===== config.mk =====
export PLATFORM = sky130hd
export DESIGN_NAME = seq_bit_serializer
export DESIGN_NICKNAME = d
export VERILOG_FILES = /design/src/rtl/seq_bit_serializer.sv
export SDC_FILE = /design/constraint.sdc
export NUM_CORES = 1
export LEC_CHECK = 0
export BUFFER_PORTS_ARGS = -buffer_cell sky130_fd_sc_hd__buf_2
export CORE_ASPECT_RATIO = 1.25
export CORE_MARGIN = 2
export CORE_UTILIZATION = 40
export CTS_CLUSTER_DIAMETER = 40
export DETAILED_ROUTE_END_ITERATION = 10
export SLEW_MARGIN = 5
export SYNTH_ARGS = -nofsm -noshare
export SYNTH_HDL_FRONTEND = slang
export SYNTH_SLANG_ARGS = --single-unit

===== constraint.sdc =====
create_clock -name clk -period 5.25 [get_ports clk]
set_clock_uncertainty 0.05 [all_clocks]
set_input_delay 0.2625 -clock clk [delete_from_list [all_inputs] [get_ports clk]]
set_output_delay 0.2625 -clock clk [all_outputs]
set_load 0.03 [all_outputs]

===== src/rtl/seq_bit_serializer.sv =====
// Parallel-to-serial feeder for the sequence detector.
// One-entry holding register lets consecutive words stream without gaps.
module seq_bit_serializer #(
  parameter int   WIDTH     = 8,
  parameter int   LSB_FIRST = 0,
  parameter logic IDLE_BIT  = 1'b0
) (
  input  logic             clk,
  input  logic             reset,
  input  logic [WIDTH-1:0] din,
  input  logic             din_valid,
  output logic             din_ready,
  output logic             x,
  output logic             x_valid,
  output logic             frame_done,
  output logic             busy
);

  localparam int CW = $clog2(WIDTH);
  localparam logic [CW-1:0] LAST_CNT = CW'(WIDTH - 1);

  typedef enum logic {
    IDLE,
    SHIFT
  } state_t;

  state_t           state_q, state_d;
  logic [WIDTH-1:0] shifter_q, shifter_d;
  logic [WIDTH-1:0] hold_q, hold_d;
  logic             hold_full_q, hold_full_d;
  logic [CW-1:0]    cnt_q, cnt_d;
  logic             x_q, x_d;
  logic             x_valid_q, x_valid_d;
  logic             frame_done_q, frame_done_d;

  logic             accept;
  logic             last;
  logic             load;

  // reset gating keeps din_ready low while reset is held
  assign din_ready = reset & ~hold_full_q;
  assign accept    = din_valid & din_ready;
  assign last      = (cnt_q == LAST_CNT);
  assign load      = (state_q == IDLE) | last;

  always_comb begin
    state_d     = state_q;
    shifter_d   = shifter_q;
    hold_d      = hold_q;
    hold_full_d = hold_full_q;
    cnt_d       = cnt_q;
    if (load) begin
      unique case (1'b1)
        hold_full_q: begin
          shifter_d   = hold_q;
          hold_full_d = 1'b0;
          cnt_d       = '0;
          state_d     = SHIFT;
        end
        accept: begin
          shifter_d = din;
          cnt_d     = '0;
          state_d   = SHIFT;
        end
        default: state_d = IDLE;
      endcase
    end else begin
      if (LSB_FIRST != 0)
        shifter_d = {1'b0, shifter_q[WIDTH-1:1]};
      else
        shifter_d = {shifter_q[WIDTH-2:0], 1'b0};
      cnt_d = cnt_q + CW'(1);
      if (accept) begin
        hold_d      = din;
        hold_full_d = 1'b1;
      end
    end
  end

  // outputs are registered from next-state values
  always_comb begin
    x_valid_d    = (state_d == SHIFT);
    frame_done_d = x_valid_d & (cnt_d == LAST_CNT);
    x_d          = IDLE_BIT;
    if (x_valid_d)
      x_d = (LSB_FIRST != 0) ? shifter_d[0] : shifter_d[WIDTH-1];
  end

  always_ff @(posedge clk or negedge reset) begin
    if (!reset) begin
      state_q      <= IDLE;
      shifter_q    <= '0;
      hold_q       <= '0;
      hold_full_q  <= 1'b0;
      cnt_q        <= '0;
      x_q          <= IDLE_BIT;
      x_valid_q    <= 1'b0;
      frame_done_q <= 1'b0;
    end else begin
      state_q      <= state_d;
      shifter_q    <= shifter_d;
      hold_q       <= hold_d;
      hold_full_q  <= hold_full_d;
      cnt_q        <= cnt_d;
      x_q          <= x_d;
      x_valid_q    <= x_valid_d;
      frame_done_q <= frame_done_d;
    end
  end

  assign x          = x_q;
  assign x_valid    = x_valid_q;
  assign frame_done = frame_done_q;
  assign busy       = (state_q == SHIFT) | hold_full_q;

endmodule


Word-level counts from Yosys, hierarchy flattened. Index checks and enable logic that the tools add are counted.

Bits in registers: 23. Input bits: 11. Logic and storage cells: 32.

Add/sub/neg operators: 1. Equality and inequality tests: 3. Mux-type cells: 9. Bitwise logic cells: 8. Reduce and logical (&&, ||, !) cells: 3.

Operator list (count): one-hot mux 8 bit (2 select lines) (1); 2-to-1 mux 8 bit (1); equality test 3 bit, second input constant (2); 2-to-1 mux 3 bit (2); 2-to-1 mux 1 bit (5); adder 3 x 1 -> 3 bit, second input constant (1); AND 1 bit (3); inequality test 3 bit, second input constant (1); inverter 1 bit (3); OR 1 bit (2); AND reduction 2 bit (1); nonzero test 2 bit (1); OR reduction 2 bit (1).

Longest topological paths before layout.
Depth after elaboration: 8. Mapped depth: 6. Depth with buffers taken out: 5.

Worst setup path after synthesis. Ideal clock, no wire load.

Path type: register -> register. From: register cnt_q[0]. To: register hold_q[0]. Library setup time: 0.125 ns. Data arrival time: 1.549 ns. Slack: 3.526 ns. Stages on the path, launching flop included: 6. Path buffers: 0. Period minus slack after synthesis: 1.724 ns. Path through: dfrtp_1 ha_1 ha_1 nand2b_1 nor2_4 mux2_2.

Cells in the longest elaborated chain, start to end: 4.

Ends and longest elaborated chain: from (decl) (line 31) `logic [CW-1:0] cnt_q, cnt_d;`; from (signal assigned) (line 104) `cnt_q <= cnt_d;`; equality test 3 bit (line 43) `assign last = (cnt_q == LAST_CNT);`; OR 1 bit (line 44) `assign load = (state_q == IDLE) | last;`; inverter 1 bit (no source line); AND reduction 2 bit (no source line); to (signal assigned) (line 102) `hold_q <= hold_d;`; to (decl) (line 29) `logic [WIDTH-1:0] hold_q, hold_d;`.

Every way passes these cells. A chain may end at the register's enable or synchronous reset.

Worst setup path after layout.
From: input reset. To: register hold_q[5].

Cells in the longest elaborated chain, start to end: 3.

Ends and longest elaborated chain: from (decl) (line 9) `input logic reset,`; AND 1 bit (line 41) `assign din_ready = reset & ~hold_full_q;`; AND 1 bit (line 42) `assign accept = din_valid & din_ready;`; AND reduction 2 bit (no source line).

Every way passes these cells.

==> summary.txt <==
Power
  – Power Dens Cells: 534 nW/um^2
  – Leakage: 0.532 nW
  – Reg power frac: 0.476
  – Overall Power: 0.617 mW
  – Clock Power Share: 0.152
  – Comb pwr share: 0.372
  – VDD IR-drop max: 259 uV
  – Sw Pwr: 0.212 mW
  – Switch share: 0.344
  – Internal: 0.405 mW

STA
  – Slew headroom: 0.648
  – Setup TNS: 0 ns
  – RSZ-0062 raised after global routing: false
  – Final Hold Viols: 0
  – Final setup viols: 0
  – Tcrit/Tclk final: 0.375
  – Measured slew at the worst slew-check pin: 0.529 ns
  – Period minus WS final: 1.97 ns
  – Final Slew Violations: 0
  – Fmax: 508 MHz

Synth
  – Top_reg_cell synth: dfrtp_1
  – Netlist Area Pre-Place: 1020 um^2
  – Most common cell in the netlist: dfrtp_1
  – Seq cells post-synth: 22
  – EDFF count, synth: 0
  – Syn_nets: 97
  – Avg Inst Size Synth: 12.1 um^2
  – Cells after Synth: 84
  – Netlist cell types: 26
  – Synth top area cells: dfrtp_1, mux2_2, nand3b_1
  – Sequential share of the synthesized area: 0.541
  – Yosys top cell by area: dfrtp_1
  – Ys Warns: 0
  – Synth async-reset ratio: 1.00
  – Commonest cells post-synth: dfrtp_1, mux2_2, nand2_1, nand3b_1
  – Area share of the largest cell type after synthesis: 0.541

Clocking
  – H-Tree Depth: 1
  – Post-CTS sizing: 0
  – CTS Sinks: 22
  – TritonCTS clock tree: yes
  – Number of setup buffers added after CTS: 0
  – CTS max path bufs: 2
  – CTS buffer count: 3
  – Root Driver: clkbuf_4
  – Clock-pin slew on the worst setup and hold paths: 0.12 ns
  – Clk_lat worst skew: 0.31 ns

Cells and area
  – Layout Utilization: 0.476
  – Final instance area: 1160 um^2
  – Area grow syn2layout: 13.7%
  – NumNets Final: 115
  – Layout cells sized above 1: 0.327
  – # fillers: 243
  – Non-Filler Instances: 134
  – Diode count: 0

Global route
  – Initial antenna violation count: 0
  – GRT Total Usage: 0.144
  – Largest net degree at the start of global routing: 27
  – Vias in the first global route: 719
  – Total grt overflow: 0
  – First-pass GRT wire length: 3160 um

Die
  – I/O Pins: 16
  – Die X: 49.1 um
  – Starting Density: 0.419
  – Core Rows: 20
  – Die area: 2960 um^2
  – Die Ht: 60.4 um
  – Core area: 2430 um^2

Routing
  – Antenna Violating Nets Remaining: 0
  – DRT Wirelength: 1850 um
  – Residual DRC: 0
  – Wire per inst: 13.8 um
  – Via density: 5.10
  – Pre-antenna DRT Iters: 4
  – Via count: 683
  – DR iter-0 viols: 16

Place
  – PortBufs: 15
  – Routability cong.: 0.832
  – Dpl cells: 129
  – Dpl cell area: 1110 um^2
  – Post-detail-place hpwl: 1320 um

Setup path
  – Crit Reg-Reg Startpoint: cnt_q[0]
  – CP startpoint: reset
  – Critical path launch point type: input pin
  – Crit path max fanout: 26
  – WP data required: 5.40 ns
  – CP Capture Type: flip-flop
  – Reg2reg path depth: 5
  – Reg2reg end: hold_q[5]
  – Worst reg-to-reg setup slack: 3.32 ns
  – Worst Path Arrival: 2.12 ns
  – Category of the most critical setup path: in -> reg

Worst hold path
  – Hold path startpoint: din[7]
  – Worst Hold End: x
  – Hold Crit Class: in -> reg
  – Hold path depth: 2

Run
  – Max Cap Viol: 0

Run status
  – Run status: finished, final reports clean
state kept, by name (all words and copies together) (netlist names):
name         count
hold_q           8
cnt_q            3
frame_done       1
x                1
hold_full_q      1
x_valid          1
shifter_q        7
through the flow:
stage | hold WS (ns) | setup WS [ns]
2_1_floorplan | -0.0831 | 3.53
3_3_place_gp | 0.227 | 3.40
3_5_place_dp | 0.228 | 3.33
4_1_cts | 0.103 | 3.22
5_1_grt | 0.111 | 3.11
6_report | 0.114 | 3.28
worst max-delay path by stage:
| stage | cells past startpoint | endpoint | slack (ns) |
|---|---|---|---|
| global placement | 5 | hold_q[0] | 3.40 |
| detailed placement | 5 | hold_q[5] | 3.33 |
| finish | 5 | hold_q[5] | 3.28 |
| global route | 5 | hold_q[0] | 3.11 |
| CTS | 5 | hold_q[5] | 3.22 |
| floorplan | 5 | hold_q[0] | 3.53 |
per-layer routing:
metal	vias up	share of wire	global-route usage
met5	-	0	0
met4	0	0.025	0.102
met3	4	0.030	0.0296
met2	15	0.45	0.237
met1	322	0.49	0.170
li1	342	-	-
power by group through the flow:
stage                     Sequential, mW  Clock, mW  Combinational [mW]
after detailed placement           0.297          0               0.232
final                              0.294     0.0939               0.230
after floorplan                    0.284          0               0.197
after global routing               0.302      0.104               0.259
after global placement             0.296          0               0.227
after CTS                          0.293     0.0988               0.233
cells in the final DEF, fill, tap and decap left out, types with 3 or more instances in the layout:
master / n
a221o_1: 5
nand2_1: 8
clkbuf_4: 3
mux2_2: 9
buf_2: 15
o21ai_1: 5
dfrtp_1: 22
nand3b_1: 7
o21ai_0: 3
cell type report:
class	count	area [um^2]	area share
timing repair buffer	16	85.1	0.0736
sequential	22	551	0.476
multi-input combinational	57	435	0.377
clock buffer	4	36.3	0.0314
inverter	2	7.51	0.00649
tap	33	41.3	0.0357
worst max-delay path, stage by stage:
cell and delay, ns:
dlygate4sd3_1 0.52, buf_2 0.45, nand3b_1 0.25, nor2_4 0.27, mux2_2 0.37
repair_timing:
item / in CTS / in global routing
setup endpoints to repair: 0 / 0
hold endpoints to repair: 22 / 0
hold buffers: 1 / 0
cell families after synthesis:
kind of cell	count (synthesis)	synth area share
adders and majority gates	2	0.0246
muxes	10	0.109
buffers and inverters	5	0.0308
DFF	22	0.541
and+or+nand+nor	25	0.156
AOI/OAI and AO/OA	20	0.138
(Power assumes the default switching activity.)
